$ cat src/rtl/result_drain_pkg.sv
// -----------------------------------------------------------------------------
// result_drain_pkg
// Shared types and constants for the result drain stage.
//   drain_state_t : drain sequencer states
//   DEF_*         : default build parameters of result_drain
//   CSUM_W        : checksum width of the default build
// -----------------------------------------------------------------------------
package result_drain_pkg;

  localparam int DEF_NUM_RESULTS = 16;
  localparam int DEF_DATA_W      = 9;

  // Wide enough that a full drain of maximal words never wraps.
  localparam int CSUM_W = DEF_DATA_W + $clog2(DEF_NUM_RESULTS);

  typedef enum logic [1:0] {
    IDLE    = 2'd0,
    ISSUE   = 2'd1,
    WAIT_RY = 2'd2,
    FLUSH   = 2'd3
  } drain_state_t;

endpackage

$ cat src/rtl/result_fifo.sv
// -----------------------------------------------------------------------------
// result_fifo
// Show-ahead FIFO buffering drained result words.
// Ports:
//   clk, rst   : rising-edge clock, synchronous active-high reset
//   push       : write push_data (ignored when full and not popping)
//   push_data  : word to store
//   pop        : remove head (ignored when empty)
//   head       : current head word, zero while empty
//   empty/full : occupancy flags
//   count      : number of stored words (0..DEPTH)
// -----------------------------------------------------------------------------
module result_fifo
  import result_drain_pkg::*;
#(
  parameter  int DATA_W = DEF_DATA_W,
  parameter  int DEPTH  = 4,
  localparam int PTR_W  = $clog2(DEPTH),
  localparam int CNT_W  = PTR_W + 1
) (
  input  logic              clk,
  input  logic              rst,
  input  logic              push,
  input  logic [DATA_W-1:0] push_data,
  input  logic              pop,
  output logic [DATA_W-1:0] head,
  output logic              empty,
  output logic              full,
  output logic [CNT_W-1:0]  count
);

  localparam logic [CNT_W-1:0] DEPTH_CNT = CNT_W'(DEPTH);

  logic [DATA_W-1:0] mem_r [DEPTH];
  logic [PTR_W-1:0]  wr_ptr_r;
  logic [PTR_W-1:0]  rd_ptr_r;
  logic [CNT_W-1:0]  count_r;
  logic              do_push_s;
  logic              do_pop_s;

  // Occupancy flags, qualified push/pop and the show-ahead head word.
  always_comb begin
    empty     = (count_r == {CNT_W{1'b0}});
    full      = (count_r == DEPTH_CNT);
    count     = count_r;
    do_pop_s  = pop & ~empty;
    // A pop in the same cycle frees the slot a full FIFO would otherwise lack.
    do_push_s = push & (~full | do_pop_s);
    if (empty) begin
      head = {DATA_W{1'b0}};
    end else begin
      head = mem_r[rd_ptr_r];
    end
  end

  // Storage array; contents are don't-care until pointed at by a valid count.
  always_ff @(posedge clk) begin
    if (do_push_s) begin
      mem_r[wr_ptr_r] <= push_data;
    end
  end

  // Pointers and occupancy count; pointers wrap naturally at DEPTH.
  always_ff @(posedge clk) begin
    if (rst) begin
      wr_ptr_r <= {PTR_W{1'b0}};
      rd_ptr_r <= {PTR_W{1'b0}};
      count_r  <= {CNT_W{1'b0}};
    end else begin
      if (do_push_s) begin
        wr_ptr_r <= wr_ptr_r + PTR_W'(1'b1);
      end
      if (do_pop_s) begin
        rd_ptr_r <= rd_ptr_r + PTR_W'(1'b1);
      end
      case ({do_push_s, do_pop_s})
        2'b10:   count_r <= count_r + CNT_W'(1'b1);
        2'b01:   count_r <= count_r - CNT_W'(1'b1);
        default: count_r <= count_r;
      endcase
    end
  end

endmodule

$ cat src/rtl/result_drain.sv
// -----------------------------------------------------------------------------
// result_drain
// Reads NUM_RESULTS words from the matrix core's result memory after the core
// raises finish_in, buffers them in a FIFO and presents them on a valid/ready
// stream while accumulating a checksum.
// Ports:
//   clk, rst            : rising-edge clock, synchronous active-high reset
//   finish_in           : core done level; a 0->1 edge starts a drain
//   read_n, r_addr      : active-low read strobe and address to the core
//   ry, data_in         : core read-ready and read data
//   out_data, out_valid : FIFO head and non-empty flag
//   out_ready           : sink accepts out_data
//   busy                : drain in progress
//   drain_done          : one-cycle completion pulse
//   checksum            : modular sum of the words of the current/last drain
// -----------------------------------------------------------------------------
module result_drain
  import result_drain_pkg::*;
#(
  parameter  int NUM_RESULTS = DEF_NUM_RESULTS,
  parameter  int ADDR_W      = 8,
  parameter  int DATA_W      = DEF_DATA_W,
  parameter  int FIFO_DEPTH  = 4,
  // Default build shares the package constant; other builds derive it here.
  localparam int CS_W        = (NUM_RESULTS == DEF_NUM_RESULTS && DATA_W == DEF_DATA_W)
                               ? CSUM_W : DATA_W + $clog2(NUM_RESULTS),
  localparam int CNT_W       = $clog2(FIFO_DEPTH) + 1
) (
  input  logic              clk,
  input  logic              rst,
  input  logic              finish_in,
  output logic              read_n,
  output logic [ADDR_W-1:0] r_addr,
  input  logic              ry,
  input  logic [DATA_W-1:0] data_in,
  output logic [DATA_W-1:0] out_data,
  output logic              out_valid,
  input  logic              out_ready,
  output logic              busy,
  output logic              drain_done,
  output logic [CS_W-1:0]   checksum
);

  localparam logic [ADDR_W-1:0] LAST_IDX  = ADDR_W'(NUM_RESULTS - 1);
  localparam logic [CNT_W-1:0]  DEPTH_CNT = CNT_W'(FIFO_DEPTH);

  drain_state_t      state_r;
  drain_state_t      state_next_s;
  logic              finish_prev_r;
  logic [ADDR_W-1:0] idx_r;
  logic [CS_W-1:0]   csum_r;
  logic              busy_r;
  logic              done_r;

  logic              rise_s;
  logic              start_s;
  logic              capture_s;
  logic              complete_s;

  logic              fifo_push_s;
  logic [DATA_W-1:0] fifo_head_s;
  logic              fifo_empty_s;
  logic              fifo_full_s;
  logic [CNT_W-1:0]  fifo_count_s;

  result_fifo #(
    .DATA_W (DATA_W),
    .DEPTH  (FIFO_DEPTH)
  ) u_fifo (
    .clk       (clk),
    .rst       (rst),
    .push      (fifo_push_s),
    .push_data (data_in),
    .pop       (out_ready),
    .head      (fifo_head_s),
    .empty     (fifo_empty_s),
    .full      (fifo_full_s),
    .count     (fifo_count_s)
  );

  assign out_data   = fifo_head_s;
  assign out_valid  = ~fifo_empty_s;
  assign r_addr     = idx_r;
  assign busy       = busy_r;
  assign drain_done = done_r;
  assign checksum   = csum_r;

  // Next-state decode plus the read strobe and per-cycle control events.
  always_comb begin
    state_next_s = state_r;
    read_n       = 1'b1;
    start_s      = 1'b0;
    capture_s    = 1'b0;
    complete_s   = 1'b0;
    rise_s       = finish_in & ~finish_prev_r;
    case (state_r)
      IDLE: begin
        if (rise_s) begin
          start_s      = 1'b1;
          state_next_s = ISSUE;
        end else begin
          state_next_s = IDLE;
        end
      end
      ISSUE: begin
        // Only issue when a slot is guaranteed for the returning word.
        if (fifo_count_s < DEPTH_CNT) begin
          read_n       = 1'b0;
          state_next_s = WAIT_RY;
        end else begin
          state_next_s = ISSUE;
        end
      end
      WAIT_RY: begin
        if (ry) begin
          capture_s = 1'b1;
          if (idx_r < LAST_IDX) begin
            state_next_s = ISSUE;
          end else begin
            state_next_s = FLUSH;
          end
        end else begin
          state_next_s = WAIT_RY;
        end
      end
      FLUSH: begin
        if (fifo_empty_s) begin
          complete_s   = 1'b1;
          state_next_s = IDLE;
        end else begin
          state_next_s = FLUSH;
        end
      end
      default: begin
        state_next_s = IDLE;
      end
    endcase
    fifo_push_s = capture_s & ~fifo_full_s;
  end

  // Sequencer state, edge history, address counter, checksum and status flags.
  always_ff @(posedge clk) begin
    if (rst) begin
      state_r       <= IDLE;
      // Loading the live level means a finish_in already high at release is not an edge.
      finish_prev_r <= finish_in;
      idx_r         <= {ADDR_W{1'b0}};
      csum_r        <= {CS_W{1'b0}};
      busy_r        <= 1'b0;
      done_r        <= 1'b0;
    end else begin
      state_r       <= state_next_s;
      finish_prev_r <= finish_in;
      done_r        <= complete_s;
      if (start_s) begin
        idx_r  <= {ADDR_W{1'b0}};
        csum_r <= {CS_W{1'b0}};
        busy_r <= 1'b1;
      end else if (capture_s) begin
        idx_r  <= idx_r + ADDR_W'(1'b1);
        csum_r <= csum_r + CS_W'(data_in);
      end else if (complete_s) begin
        busy_r <= 1'b0;
      end
    end
  end

endmodule

$ cat config.mk
export PLATFORM = sky130hd
export DESIGN_NAME = result_drain
export DESIGN_NICKNAME = d
export VERILOG_FILES = /design/src/rtl/result_drain_pkg.sv /design/src/rtl/result_fifo.sv /design/src/rtl/result_drain.sv
export SDC_FILE = /design/constraint.sdc
export NUM_CORES = 1
export LEC_CHECK = 0
export CAP_MARGIN = 20
export CORE_UTILIZATION = 58
export DETAILED_ROUTE_END_ITERATION = 7
export GPL_TIMING_DRIVEN = 1
export PLACE_DENSITY = 0.87
export SLEW_MARGIN = 20
export SYNTH_ARGS = -nofsm -noshare
export SYNTH_HDL_FRONTEND = slang
export SYNTH_SLANG_ARGS = --single-unit
$ cat constraint.sdc
create_clock -name clk -period 5.3 [get_ports clk]
set_clock_uncertainty 0.05 [all_clocks]
set_input_delay 0.53 -clock clk [delete_from_list [all_inputs] [get_ports clk]]
set_output_delay 0.53 -clock clk [all_outputs]
set_load 0.02 [all_outputs]
=== Word level (Yosys, flattened, before mapping) ===
Memories as Yosys holds them, arrays and structs flattened. A register that Yosys moved wholly into a read port is not among the register bits.
Index checks and enable logic that the tools add are counted.

* $add $sub $neg: 6
* $lt $le $gt $ge: 2
* Eq/ne operators: 7
* Muxes and demuxes: 23
* Bitwise operators: 8
* Reductions and logical operators: 6

{| class="wikitable"
|+ Operators with widths
! cell !! count
|-
| 1-bit two-way mux || 14
|-
| 13-bit by 9-bit adder with 13-bit output || 1
|-
| 2-bit two-way mux || 6
|-
| 9-bit two-way mux || 1
|-
| 8-bit by 1-bit adder with 8-bit output (second input constant) || 1
|-
| 8-bit by 4-bit < comparator with 1-bit output (second input constant) || 1
|-
| 2-bit one-hot mux with 4 select lines || 1
|-
| 2-bit == test (second input constant) || 3
|-
| 3-bit one-hot mux with 2 select lines || 1
|-
| 2-bit by 1-bit adder with 2-bit output (second input constant) || 2
|-
| 1-bit bitwise AND || 4
|-
| 2-bit by 1-bit == test with 1-bit output (second input constant) || 2
|-
| 2-bit nonzero test || 2
|-
| 3-bit by 1-bit adder with 3-bit output (second input constant) || 1
|-
| 3-bit == test (second input constant) || 1
|-
| 3-bit logical NOT || 1
|-
| 3-bit < comparator (second input constant) || 1
|-
| 1-bit NOT || 3
|-
| 3-bit by 1-bit subtractor with 3-bit output (second input constant) || 1
|-
| 2-bit logical NOT || 1
|-
| 2-bit != test (second input constant) || 1
|-
| 2-bit AND reduction || 1
|-
| 2-bit OR reduction || 1
|-
| 1-bit OR || 1
|}

* Register bits: 33
* Memory bits (writable): 36
* Input port bits: 14
* Output and inout port bits: 34
* Logic and storage cells: 62
* Memories: 1

{| class="wikitable"
|+ Memory list
! memory !! depth !! width !! rd ports !! clocked after Yosys merged registers in !! wr ports !! line !! source
|-
| u_fifo.mem_r || 4 || 9 || 1 || 1 || 1 || result_fifo.sv:34 || <nowiki>logic [DATA_W-1:0] mem_r [DEPTH];</nowiki>
|}

=== Depth between registers and ports, before layout ===
* Depth in word-level cells: 7
* Gate-level depth with buffers: 10
* Gate-level depth less buffers: 9

=== Modules after synthesis ===
A second synthesis with hierarchy kept.

* Cell total of the unflattened synthesis: 296
* Area, all modules: 3437.0 µm²

{| class="wikitable"
|+ By module, submodules not included
! module !! instances !! cells each !! area each (µm²) !! sequential area each (µm²)
|-
| result_fifo || 1 || 124 || 1991.9 || 1261.2
|-
| result_drain || 1 || 172 || 1445.1 || 520.5
|}

=== Worst setup path before layout ===
Ideal clock, no wire load.

* Kind: input port to flip-flop
* From: input port data_in[0]
* To: register csum_r[6], in the netlist checksum[6]
* Setup time: 0.116 ns
* Data arrival time: 1.934 ns
* Data required time: 5.134 ns
* Slack: 3.200 ns
* Cell stages on the path: 7
* Buffers on the path: 0
* Path through: ha_1 fa_1 and3_1 nor2_1 o21ba_2 mux2i_1 a31o_2

* Word-level cells in the longest chain between the ends: 1

{| class="wikitable"
|+ RTL lines
! item !! line !! source
|-
| from (decl) || result_drain.sv:35 || <nowiki>input logic [DATA_W-1:0] data_in,</nowiki>
|-
| 13-bit by 9-bit adder with 13-bit output || result_drain.sv:161 || <nowiki>csum_r <= csum_r + CS_W'(data_in);</nowiki>
|-
| to (signal assigned) || result_drain.sv:148 || <nowiki>csum_r <= {CS_W{1'b0}};</nowiki>
|-
| to (signal assigned) || result_drain.sv:157 || <nowiki>csum_r <= {CS_W{1'b0}};</nowiki>
|-
| to (signal assigned) || result_drain.sv:161 ||
|-
| to (decl) || result_drain.sv:51 || <nowiki>logic [CS_W-1:0] csum_r;</nowiki>
|}

No other way between the ends.
A chain may end at the register's enable or synchronous reset.

==> out/metrics.csv <==
stage,metric,value,unit
status,outcome,"finished, final reports clean",
logic_synthesis,Ys Warns,0,
drt,Pre-antenna DRT Iters,4,
grt,total global routing overflow,0,
timing,number of hold violations in the final report,0,
flow_run,number of maximum-capacitance violations,0,
worst_setup_path,"Max stage delay cell, worst path",sky130_fd_sc_hd__dfxtp_1,
placement,Placed Area,3760,sq um
clock_network,post-cts gate resize count,0,
placement,Routability Congestion,0.884,
logic_synthesis,Netlist cell types,45,
timing,Final Slew Violations,0,
floorplanning,height of the die,77.0,um
grt,via count of the first global-routing pass,2249,
placement,HPWL reported at the end of detailed placement,4820,um
clock_network,Root Buffer Master,sky130_fd_sc_hd__clkbuf_8,
clock_network,worst skew pair latency,0.35,ns
timing,min Tclk post-route,2.91,ns
timing,worst-case setup margin in the final layout,2.39,ns
drt,routed via count divided by cell count,5.71,
grt,overall global routing resource usage,25.3,%
floorplanning,Chip Width,77.0,um
timing,period utilization,54.9,%
placement,Port Buf Inserts,47,
placement,Worst Setup Slack post-DPL,2.49,ns
power,Design Power,0.00121,W
drt,number of routed nets with antenna violations,0,
clock_network,CTS buffer count,9,
floorplanning,I/O Pins,48,
hold_path,count of cells along the worst hold path,2,
power,power per standard cell area,302,nW/um^2
timing,unrepaired setup endpoints after global routing,no,
clock_network,post-CTS setup buffers,0,
cells_and_area,share of layout cells above drive strength 1,9.88,%
worst_setup_path,worst stage delay on the critical path,0.69,ns
worst_setup_path,Top Family by Delay on Critical Path,flip-flops,
clock_network,Max H-tree Level,3,
worst_setup_path,worst endpoint required time,4.72,ns
timing,Max transition margin,49.2,%
cells_and_area,fill cell count,347,
floorplanning,core area,5270,sq um
logic_synthesis,number of synthesized flops with an enable pin,36,
logic_synthesis,Yosys top cell by area,sky130_fd_sc_hd__edfxtp_1,
logic_synthesis,cell count after synthesis,272,
worst_setup_path,nature of the critical path startpoint,register,
hold_path,hold path startpoint,checksum[3],
grt,global-route wire length before repair,11000,um
clock_network,TritonCTS clock tree,done,
logic_synthesis,post-synthesis average cell area,12.0,sq um
worst_setup_path,number of buffers and inverters on the critical path,1,
grt,antenna violations before repair,0,
floorplanning,standard-cell row count,26,
drt,routed length per instance,17.4,um
logic_synthesis,synthesis-stage register bit count,71,
timing,Worst-Margin Slew,0.762,ns
cells_and_area,layout overhead on the synthesized area,22.8,%
worst_setup_path,length in cells of the worst reg-to-reg path,9,
timing,highest clock rate,344,MHz
logic_synthesis,area share of the largest cell type after synthesis,33.2,%
worst_setup_path,WP depth,3,
power,leakage power total,1.44,nW
worst_setup_path,crit path max fanout,9,
drt,"wirelength, routed",6850,um
clock_network,clock-pin slew on the worst setup and hold paths,0.07,ns
worst_setup_path,critical register-to-register path startpoint,u_fifo.count[2],
drt,Post-route DRC,0,
worst_setup_path,CP Data Arrival Time,2.33,ns
worst_setup_path,kind of critical path,register to output port,
power,worst-case vdd ir drop,208,uV
worst_setup_path,"critical path, cell by cell",mux4_2 > and2_1 > clkdlybuf4s50_1,
drt,number of violations reported at the end of detailed-routing iteration 0,112,
cells_and_area,final net count,350,
floorplanning,Total Die Area,5920,sq um
timing,final setup fails,0,
timing,total negative slack for setup checks,0,ns
clock_network,Sink Count,71,
cells_and_area,number of antenna repair diodes,0,
cells_and_area,Final Cell Area,4000,sq um
logic_synthesis,sequential area share after synthesis,54.7,%
logic_synthesis,share of synthesized registers carrying an async set or reset,0,%
logic_synthesis,most used flip-flop cell after synthesis,sky130_fd_sc_hd__edfxtp_1,
hold_path,path category of the worst min-delay check,register to register,
logic_synthesis,post-synth design cell area,3260,sq um
clock_network,number of buffers inserted for hold repair after clock tree synthesis,0,
floorplanning,starting density of the core,61.8,%
drt,DR vias,2251,
grt,maximum number of pins on one net before global-route repair,21,
logic_synthesis,synth top area cells,"sky130_fd_sc_hd__edfxtp_1 33%, sky130_fd_sc_hd__dfxtp_1 22%, sky130_fd_sc_hd__mux4_2 6.2%",
logic_synthesis,syn_nets,303,
clock_network,clock tree buffer depth,2,
worst_setup_path,Crit. End Element,output port,
## final cells by class
class	instances	area, sq um	share of cell area [%]
flip-flops and latches	71	1780	44.5
clock buffers	9	124	3.10
multi-input cells	183	1390	34.8
clock inverters	7	120	3.00
inverters	7	26.3	0.657
repair buffers	47	470	11.8
well taps	70	87.6	2.19
## worst paths after layout
| kind | slack, ns | endpoint |
|---|---|---|
| hold reg to reg | 0.44 | checksum[3] |
| setup / recovery | 2.39 | out_data[1] |
| hold / removal | 0.44 | checksum[3] |
| setup reg to reg | 2.80 | u_fifo.count[2] |
## metrics by stage
| stage | std cells | utilization (%) | hold WS [ns] |
|---|---|---|---|
| after detailed placement | 378 | 71.3 | 0.432 |
| after CTS | 394 | 75.9 | 0.443 |
| after global routing | 394 | 75.9 | 0.464 |
| after floorplan | 272 | - | 0.435 |
| final | 394 | 75.9 | 0.442 |
| after global placement | 378 | 71.3 | 0.422 |
## layer usage
| metal | track usage, % | share of wire, % |
|---|---|---|
| met1 | 27.7 | 41 |
| met2 | 44.2 | 53 |
| met3 | 7.62 | 4.7 |
| met4 | 12.5 | 1.9 |
| met5 | 0 | 0 |
## cells by family after synthesis
logic type,Yosys count,share of synthesized area [%]
adders and majority gates,17,6.99
xor gates and xnor gates,18,4.84
and+or+nand+nor,93,14.9
DFF,71,54.7
buffers and inverters,18,2.65
muxes,14,7.76
AOI/OAI and AO/OA,41,8.14
## worst register-to-register path, cell delays in order, from the launching register on
cell,delay (ns)
sky130_fd_sc_hd__dfxtp_1,0.46
sky130_fd_sc_hd__nor3_1,0.15
sky130_fd_sc_hd__inv_1,0.26
sky130_fd_sc_hd__and2_1,0.27
sky130_fd_sc_hd__ha_1,0.21
sky130_fd_sc_hd__inv_1,0.06
sky130_fd_sc_hd__fa_1,0.37
sky130_fd_sc_hd__xor2_1,0.15
sky130_fd_sc_hd__or3_1,0.31
sky130_fd_sc_hd__a21oi_1,0.14
## sequential cells by signal (all words and copies together) (netlist names), named ones only
name,count
u_fifo.wr_ptr_r,2
u_fifo.rd_ptr_r,2
r_addr,8
u_fifo.mem_r,36
finish_prev_r,1
drain_done,1
state_r,2
checksum,13
busy,1
u_fifo.count,3
## layout by cell type (no fill, tap or decap), types with 2 or more instances in the layout
cell type	count
sky130_fd_sc_hd__a211oi_1	2
sky130_fd_sc_hd__a21o_1	5
sky130_fd_sc_hd__a21oi_1	18
sky130_fd_sc_hd__and2_1	14
sky130_fd_sc_hd__and3_1	4
sky130_fd_sc_hd__bufinv_16	3
sky130_fd_sc_hd__clkbuf_8	9
sky130_fd_sc_hd__clkdlybuf4s50_1	47
sky130_fd_sc_hd__dfxtp_1	35
sky130_fd_sc_hd__edfxtp_1	36
sky130_fd_sc_hd__fa_1	2
sky130_fd_sc_hd__ha_1	15
sky130_fd_sc_hd__inv_1	7
sky130_fd_sc_hd__mux2i_1	5
sky130_fd_sc_hd__mux4_2	9
sky130_fd_sc_hd__nand2_1	22
sky130_fd_sc_hd__nand3_1	10
sky130_fd_sc_hd__nand4_1	4
sky130_fd_sc_hd__nor2_1	25
sky130_fd_sc_hd__nor3_1	2
sky130_fd_sc_hd__o21ai_0	4
sky130_fd_sc_hd__or3_1	4
sky130_fd_sc_hd__xnor2_1	11
sky130_fd_sc_hd__xor2_1	7
## Yosys cell counts (all sizes together) (2+ instances only)
cell type  count
a211oi         2
inv            7
o211ai         2
dfxtp         35
fa             2
nor2          25
or3            4
buf            6
clkbuf         5
edfxtp        36
nand2         22
xor2           7
nor3           2
a31o           2
nand4          4
nand3b         2
xnor2         11
mux4           9
and2          14
ha            15
and3           4
a21oi         19
o21ai          4
a21o           5
mux2i          5
nand3         10
## report_power, final
part,internal [W],total (W),leakage [nW],switching (W)
clock network,0.000314,0.000524,0.120,0.000210
logic,0.0000448,0.0000957,0.714,0.0000509
registers,0.000582,0.000591,0.607,0.00000836
Note: power is estimated with default switching activity, not from simulation.
